`src/rtl/lvds_pkg.sv`:
```
// Shared command codes, request bit indices and interrupt FSM encoding
// for the LVDS command controller.
package lvds_pkg;

  localparam int unsigned CMD_W = 4;
  localparam int unsigned REQ_W = 9;

  localparam logic [CMD_W-1:0] CMD_PREFILL  = 4'hA;
  localparam logic [CMD_W-1:0] CMD_UP       = 4'h1;
  localparam logic [CMD_W-1:0] CMD_DOWN     = 4'h2;
  localparam logic [CMD_W-1:0] CMD_SHK_UP   = 4'h3;
  localparam logic [CMD_W-1:0] CMD_PRINT    = 4'h4;
  localparam logic [CMD_W-1:0] CMD_SHK_DOWN = 4'h5;
  localparam logic [CMD_W-1:0] CMD_SHK_PASS = 4'h6;
  localparam logic [CMD_W-1:0] CMD_SHK_BOT  = 4'h9;
  localparam logic [CMD_W-1:0] CMD_PASS_END = 4'hE;

  localparam int unsigned REQ_PREFILL  = 0;
  localparam int unsigned REQ_UP       = 1;
  localparam int unsigned REQ_DOWN     = 2;
  localparam int unsigned REQ_SHK_UP   = 3;
  localparam int unsigned REQ_PRINT    = 4;
  localparam int unsigned REQ_SHK_DOWN = 5;
  localparam int unsigned REQ_SHK_PASS = 6;
  localparam int unsigned REQ_SHK_BOT  = 7;
  localparam int unsigned REQ_PASS_END = 8;

  typedef enum logic [1:0] {
    ST_IDLE = 2'd0,
    ST_WAIT = 2'd1,
    ST_HOLD = 2'd2
  } int_state_e;

  // One-hot request for a command code; all-zero means unknown code.
  function automatic logic [REQ_W-1:0] decode_cmd(input logic [CMD_W-1:0] cmd);
    logic [REQ_W-1:0] r;
    r = '0;
    case (cmd)
      CMD_PREFILL:  r[REQ_PREFILL]  = 1'b1;
      CMD_UP:       r[REQ_UP]       = 1'b1;
      CMD_DOWN:     r[REQ_DOWN]     = 1'b1;
      CMD_SHK_UP:   r[REQ_SHK_UP]   = 1'b1;
      CMD_PRINT:    r[REQ_PRINT]    = 1'b1;
      CMD_SHK_DOWN: r[REQ_SHK_DOWN] = 1'b1;
      CMD_SHK_PASS: r[REQ_SHK_PASS] = 1'b1;
      CMD_SHK_BOT:  r[REQ_SHK_BOT]  = 1'b1;
      CMD_PASS_END: r[REQ_PASS_END] = 1'b1;
      default:      r = '0;
    endcase
    return r;
  endfunction

endpackage

```
`src/rtl/sync_bus.sv`:
```
// Multi-stage flop chain used both as a synchronizer for control inputs
// and as a matching delay line for the lane data.
module sync_bus #(
  parameter int unsigned WIDTH  = 1,
  parameter int unsigned STAGES = 2
) (
  input  logic             clk,
  input  logic             rstn,
  input  logic [WIDTH-1:0] d_i,
  output logic [WIDTH-1:0] q_o
);

  logic [WIDTH-1:0] stg_q [STAGES];

  always_ff @(posedge clk or negedge rstn) begin
    if (!rstn) begin
      for (int i = 0; i < int'(STAGES); i++) stg_q[i] <= '0;
    end else begin
      stg_q[0] <= d_i;
      for (int i = 1; i < int'(STAGES); i++) stg_q[i] <= stg_q[i-1];
    end
  end

  assign q_o = stg_q[STAGES-1];

endmodule

```
`src/rtl/lvds_cmd_ctrl.sv`:
```
// LVDS lane capture, fire-command decode, fire-period statistics and
// pass-end interrupt generation.
module lvds_cmd_ctrl
  import lvds_pkg::*;
#(
  parameter int unsigned NUM_CH   = 2,
  parameter int unsigned DATA_W   = 16,
  parameter int unsigned CYC_W    = 16,
  parameter int unsigned INT_LEN  = 100,
  parameter int unsigned SYNC_STG = 2
) (
  input  logic                     clk,
  input  logic                     rstn,
  input  logic [NUM_CH*DATA_W-1:0] prn_data,
  input  logic                     d_sck,
  input  logic                     fire,
  input  logic [3:0]               f_cmd,
  input  logic                     clr_stats,
  output logic                     lvds_valid,
  output logic [NUM_CH*DATA_W-1:0] lvds_data,
  output logic [8:0]               req,
  output logic                     cmd_err,
  output logic [CYC_W-1:0]         fire_cnt,
  output logic [CYC_W-1:0]         cyc_min,
  output logic [CYC_W-1:0]         cyc_max,
  output logic                     int_n,
  output logic                     int_ovr,
  output logic                     data_switch
);

  localparam int unsigned BUS_W     = NUM_CH * DATA_W;
  localparam int unsigned CTRL_W    = CMD_W + 2;
  localparam int unsigned INT_CNT_W = 8;

  logic [CTRL_W-1:0] ctrl_s;
  logic [BUS_W-1:0]  data_s;
  logic              sck_s, fire_s;
  logic [CMD_W-1:0]  cmd_s;

  sync_bus #(.WIDTH(CTRL_W), .STAGES(SYNC_STG)) u_sync_ctrl (
    .clk (clk), .rstn (rstn), .d_i ({f_cmd, fire, d_sck}), .q_o (ctrl_s)
  );

  sync_bus #(.WIDTH(BUS_W), .STAGES(SYNC_STG)) u_sync_data (
    .clk (clk), .rstn (rstn), .d_i (prn_data), .q_o (data_s)
  );

  assign sck_s  = ctrl_s[0];
  assign fire_s = ctrl_s[1];
  assign cmd_s  = ctrl_s[CTRL_W-1:2];

  // Registered edge detection; data and command travel alongside the edge.
  logic             sck_prev_q, fire_prev_q, sck_fall_q, fire_evt_q;
  logic [BUS_W-1:0] data_hold_q;
  logic [CMD_W-1:0] cmd_evt_q;

  always_ff @(posedge clk or negedge rstn) begin
    if (!rstn) begin
      sck_prev_q  <= 1'b0;
      fire_prev_q <= 1'b0;
      sck_fall_q  <= 1'b0;
      fire_evt_q  <= 1'b0;
      data_hold_q <= '0;
      cmd_evt_q   <= '0;
    end else begin
      sck_prev_q  <= sck_s;
      fire_prev_q <= fire_s;
      sck_fall_q  <= sck_prev_q & ~sck_s;
      fire_evt_q  <= fire_s & ~fire_prev_q;
      data_hold_q <= data_s;
      cmd_evt_q   <= cmd_s;
    end
  end

  logic             lvds_valid_q, cmd_err_q;
  logic [BUS_W-1:0] lvds_data_q;
  logic [REQ_W-1:0] req_q, dec_c;

  assign dec_c = decode_cmd(cmd_evt_q);

  always_ff @(posedge clk or negedge rstn) begin
    if (!rstn) begin
      lvds_valid_q <= 1'b0;
      lvds_data_q  <= '0;
      req_q        <= '0;
      cmd_err_q    <= 1'b0;
    end else begin
      lvds_valid_q <= sck_fall_q;
      if (sck_fall_q) lvds_data_q <= data_hold_q;
      req_q <= fire_evt_q ? dec_c : '0;
      if (clr_stats)                        cmd_err_q <= 1'b0;
      else if (fire_evt_q && dec_c == '0)   cmd_err_q <= 1'b1;
    end
  end

  // Period is cycles between events: counter value plus the event cycle.
  logic [CYC_W-1:0] period_q, cyc_inc_c;
  logic [CYC_W-1:0] stat_min_q, stat_max_q, stat_cnt_q;
  logic [CYC_W-1:0] cyc_min_q, cyc_max_q, fire_cnt_q;
  logic             first_q;

  assign cyc_inc_c = (period_q == '1) ? period_q : period_q + CYC_W'(1);

  always_ff @(posedge clk or negedge rstn) begin
    if (!rstn) begin
      period_q   <= '1;
      stat_min_q <= '1;
      stat_max_q <= '0;
      stat_cnt_q <= '0;
      first_q    <= 1'b0;
      cyc_min_q  <= '1;
      cyc_max_q  <= '0;
      fire_cnt_q <= '0;
    end else begin
      period_q <= fire_evt_q ? '0 : cyc_inc_c;
      if (clr_stats) begin
        stat_min_q <= '1;
        stat_max_q <= '0;
        stat_cnt_q <= '0;
        first_q    <= fire_evt_q;
        cyc_min_q  <= '1;
        cyc_max_q  <= '0;
        fire_cnt_q <= '0;
      end else begin
        if (fire_evt_q) begin
          first_q <= 1'b1;
          if (stat_cnt_q != '1) stat_cnt_q <= stat_cnt_q + CYC_W'(1);
          if (first_q && period_q != '1) begin
            if (cyc_inc_c < stat_min_q) stat_min_q <= cyc_inc_c;
            if (cyc_inc_c > stat_max_q) stat_max_q <= cyc_inc_c;
          end
        end
        cyc_min_q  <= stat_min_q;
        cyc_max_q  <= stat_max_q;
        fire_cnt_q <= stat_cnt_q;
      end
    end
  end

  // Pass-end interrupt: low for INT_LEN cycles, one recovery cycle after.
  int_state_e           state_q, state_d;
  logic [INT_CNT_W-1:0] wait_cnt_q, wait_cnt_d;
  logic                 ovr_set_c, int_n_q, int_ovr_q;

  always_ff @(posedge clk or negedge rstn) begin
    if (!rstn) begin
      state_q    <= ST_IDLE;
      wait_cnt_q <= '0;
      int_n_q    <= 1'b1;
      int_ovr_q  <= 1'b0;
    end else begin
      state_q    <= state_d;
      wait_cnt_q <= wait_cnt_d;
      int_n_q    <= (state_d != ST_WAIT);
      if (clr_stats)      int_ovr_q <= 1'b0;
      else if (ovr_set_c) int_ovr_q <= 1'b1;
    end
  end

  always_comb begin
    state_d    = state_q;
    wait_cnt_d = wait_cnt_q;
    ovr_set_c  = 1'b0;
    case (state_q)
      ST_IDLE: begin
        if (req_q[REQ_PASS_END]) begin
          state_d    = ST_WAIT;
          wait_cnt_d = '0;
        end
      end
      ST_WAIT: begin
        ovr_set_c = req_q[REQ_PASS_END];
        if (wait_cnt_q == INT_CNT_W'(INT_LEN - 1)) state_d = ST_HOLD;
        else wait_cnt_d = wait_cnt_q + INT_CNT_W'(1);
      end
      ST_HOLD: begin
        ovr_set_c = req_q[REQ_PASS_END];
        state_d   = ST_IDLE;
      end
      default: state_d = ST_IDLE;
    endcase
  end

  assign lvds_valid  = lvds_valid_q;
  assign lvds_data   = lvds_data_q;
  assign req         = req_q;
  assign cmd_err     = cmd_err_q;
  assign fire_cnt    = fire_cnt_q;
  assign cyc_min     = cyc_min_q;
  assign cyc_max     = cyc_max_q;
  assign int_n       = int_n_q;
  assign int_ovr     = int_ovr_q;
  assign data_switch = fire_s;

endmodule

```
`config.mk`:
```
export PLATFORM = sky130hd
export DESIGN_NAME = lvds_cmd_ctrl
export DESIGN_NICKNAME = d
export VERILOG_FILES = /design/src/rtl/lvds_pkg.sv /design/src/rtl/sync_bus.sv /design/src/rtl/lvds_cmd_ctrl.sv
export SDC_FILE = /design/constraint.sdc
export NUM_CORES = 1
export LEC_CHECK = 0
export BUFFER_PORTS_ARGS = -buffer_cell sky130_fd_sc_hd__buf_4
export CAP_MARGIN = 25
export CORE_ASPECT_RATIO = 1.75
export CORE_MARGIN = 2
export CORE_UTILIZATION = 25
export CTS_BUF_LIST = sky130_fd_sc_hd__clkbuf_8
export DETAILED_ROUTE_END_ITERATION = 8
export PLACE_DENSITY_LB_ADDON = 0.25
export SYNTH_ARGS = -nofsm -noshare
export SYNTH_HDL_FRONTEND = slang
export SYNTH_SLANG_ARGS = --single-unit
export TNS_END_PERCENT = 50
```
`constraint.sdc`:
```
create_clock -name clk -period 4.6 [get_ports clk]
set_input_delay 0.92 -clock clk [delete_from_list [all_inputs] [get_ports clk]]
set_output_delay 0.92 -clock clk [all_outputs]
set_load 0.02 [all_outputs]
```
==> metrics.md <==
| Metric | Value |
|---|---|
| Setup TNS | 0 ns |
| Status | completed |
| CTS tree | built |
| Vias per cell | 4.060 |
| Setup ws final | 0.4627 ns |
| IO Pins | about 140 |
| Final setup violation count | 0 |
| Gate power share | 11.2% |
| PwrDens | 409.6 nW/um2 |
| Clk buf depth | 3 |
| Top_reg_cell synth | dfrtp_1 |
| Post-synth top area share | 55.57% |
| CP peak stage delay | 0.61 ns |
| Post-Layout Inst Area | 13,230 um2 |
| Routability cong. | 0.8053 |
| Type of element capturing the critical path | flip-flop |
| Clock period minus worst slack | 4.137 ns |
| # rows | 99 |
| Worst Path Required | 5.06 ns |
| Ys async rst share | 100.0% |
| Synth Cell Area | 10,580 um2 |
| Syn avg cell area | 13.24 um2 |
| Cell Chain, Critical Path | ha_1, nand4_1, or3_2, nor2_1, mux2_2, ha_1, nand4_1, nor4_1, o221ai_1, a21oi_1, buf_4, mux2_2 |
| P_leak | 6.209 nW |
| WP buf/inv | 1 |
| Post-CTS setup buffer count | 0 |
| CP startpoint kind | flip-flop |
| Core Region | 41,740 um2 |
| Placed cell area | 12,360 um2 |
| Die H | 276.2 um |
| Crit-path leading delay family | simple AND/OR/NAND/NOR gates |
| Initial DRC Count | 344 |
| Clock skew after layout | 0.01428 ns |
| #FFs+latches synth | 284 |
| Largest net degree at the start of global routing | 86 |
| Worst-skew pair later-pin latency | around 0.57 ns |
| Worst-path clk slew | 0.06 ns |
| Layout cells sized above 1 | 31.26% |
| Crit-path max FO | 16 |
| Pre-antenna DRT Iters | 4 |
| Most common cell after layout, fill and taps aside | dfrtp_1 |
| Sequential area share after synthesis | 67.73% |
| Area contributors post-synth | dfrtp_1, dfstp_2, mux2_2 |
| Port Buffer Count | 134 |
| Unrepaired setup endpoints after global routing | false |
| First-pass GRT wire length | 37,920 um |
| Achievable frequency | 241.7 MHz |
| # hold bufs at CTS | 0 |
| Switching part of the total | between 20% and 30% |
| Detail Route Antenna Nets | 0 |
| Chip width | 159.5 um |
| Routed WL per cell | 14.83 um |
| Clock tree sinks | ~280 |
| Pre-CTS setup slack | 0.4328 ns |
| Power consumption | around 5.4 mW |
| Total wire length | 23,300 um |
| Die ar. | ~44,000 um2 |
| Initial core utilization | 25.35% |
| Worst Max-Slew Pin Slew | 0.8163 ns |
| WP data arrival | 4.59 ns |
| Fill count | approximately 4,200 |
| Vias in the first global route | 6,878 |
| Peak supply drop | 196.3 uV |
| Sequential share of power | 50.8% |
| CTS H-tree lvls | 2 |
| Commonest cells after routing, fill and taps aside | dfrtp_1, buf_4, inv_1 |
| Final hold vios | 0 |
| Max Cap Viol | 0 |
| Internal power | 3.967 mW |
| Rel. slew slack | 45.58% |
| TritonCTS Buffers | 46 |
| CP max-delay cell | dfstp_2 |
| DRC | 0 |
| Netlist cell types | 57 |
| GRT Residual Overflow | 0 |
| Antenna violations before repair | 2 |
| Yosys top cell by area | dfrtp_1 |
| All-Layer GR Usage | 10.87% |
| Final period utilization | 89.94% |
| HP Class | input port to asynchronous set/reset pin |
| Mapped Cells | 799 |
| Post-CTS sizing | 0 |
| Nets | around 1,100 |
| Switching power total | around 1.5 mW |
| CP Class | flip-flop to flip-flop |
| Synth warn | 0 |
| Synth Net Count | 875 |
| Layout area overhead | 24.98% |
| Pins Over Slew Limit | 0 |
| Clk network pwr share | 38.0% |
| Via count | 6,378 |
| Post-DP HPWL | 15,980 um |
| Root Buffer | clkbuf_8 |
| Post-synth EDFFs | 0 |
| Worst hold margin | 0.2553 ns |
-- sequential cells by signal (all words and copies together), names as in the netlist, 2 cells and up --
register / cells
lvds_data: 32
cyc_min: 16
cmd_evt_q: 4
wait_cnt_q: 8
cyc_max: 16
req: 9
state_q: 2
u_sync_ctrl.q_o: 6
data_hold_q: 32
stat_cnt_q: 16
period_q: 16
u_sync_ctrl.stg_q: 6
fire_cnt: 16
u_sync_data.q_o: 32
u_sync_data.stg_q: 32
stat_min_q: 16
stat_max_q: 16
-- power by group through the flow --
| stage | Sequential (mW) | Clock, mW | Combinational (mW) |
|---|---|---|---|
| after floorplan | 2.84 | 0 | 0.284 |
| after global placement | 2.79 | 0 | 0.616 |
| after detailed placement | 2.80 | 0 | 0.625 |
| after CTS | 2.75 | 2.19 | 0.626 |
| after global routing | 2.77 | 2.29 | 0.675 |
| final | 2.75 | 2.06 | 0.607 |
-- synth_stat cells, types with 3 or more instances --
master	n
nor3_1	12
nand2_1	22
nor4_1	5
xnor2_1	8
a21oi_1	19
and3_1	6
xor2_1	19
inv_1	67
dfrtp_1	235
nor2b_1	21
nand4_1	11
and2_1	18
clkbuf_1	14
nor2_1	79
o21ai_0	10
dfstp_2	49
buf_1	4
and4_1	3
mux2_2	39
mux2i_1	28
nand3_1	19
nand2b_1	30
ha_1	35
a21o_1	3
a211oi_1	3
-- per-layer routing --
layer | track usage [%] | vias to the layer above | routed length, um
met1 | 11.44 | 3181 | 8584
li1 | - | 3011 | -
met5 | 0 | - | 0
met4 | 5.641 | 0 | 1046
met2 | 20.07 | 134 | 12610
met3 | 2.355 | 52 | 1063
-- logic make-up after synthesis --
family	count (synthesis)	share of synthesized area (%)
simple gates	240	11.95
fa+ha+maj	36	4.233
mux	67	6.798
buf+inv	88	3.251
xor+xnor	28	2.388
flops	284	67.73
compound gates	56	3.642
-- worst reg2reg max path, cell delays in order, from the launching register on --
cell	delay [ns]
dfstp_2	0.61
ha_1	0.25
nand4_1	0.20
or3_2	0.51
nor2_1	0.14
mux2_2	0.39
ha_1	0.33
nand4_1	0.16
nor4_1	0.41
o221ai_1	0.19
a21oi_1	0.17
buf_4	0.30
mux2_2	0.37
-- through the flow --
step	instances	utilization (%)
2_1_floorplan	799	-
3_3_place_gp	1485	29.61
3_5_place_dp	1485	29.61
4_1_cts	1569	31.67
5_1_grt	1571	31.68
6_report	1571	31.68
-- layout make-up --
| cell class | count | area (um2) | area share [%] |
|---|---|---|---|
| inverters | 67 | 251.5 | 1.901 |
| well taps | 555 | 694.4 | 5.250 |
| repair buffers | 152 | 1174 | 8.873 |
| clock inverters | 32 | 146.4 | 1.107 |
| diodes | 2 | 5.005 | 0.03784 |
| flip-flops and latches | 284 | 7169 | 54.21 |
| multi-input cells | 427 | 3070 | 23.21 |
| clock buffers | 52 | 715.7 | 5.411 |
-- path summary, 6_finish.rpt --
kind	start	to	slack [ns]	depth (start not counted)
max	period_q[0]$_DFF_PN1_	stat_max_q[0]$_DFFE_PN0P_	0.46	12
min	rstn	cyc_max[12]$_DFF_PN0_	0.26	1
max reg2reg	period_q[0]$_DFF_PN1_	stat_max_q[0]$_DFFE_PN0P_	0.46	12
min reg2reg	u_sync_data.q_o[23]$_DFF_PN0_	data_hold_q[23]$_DFF_PN0_	0.34	0
max in group asynchronous	rstn	u_sync_data.stg_q[50]$_DFF_PN0_	3.35	2
min in group clk	u_sync_data.q_o[23]$_DFF_PN0_	data_hold_q[23]$_DFF_PN0_	0.34	0
Power figures use the tool's default switching activity.
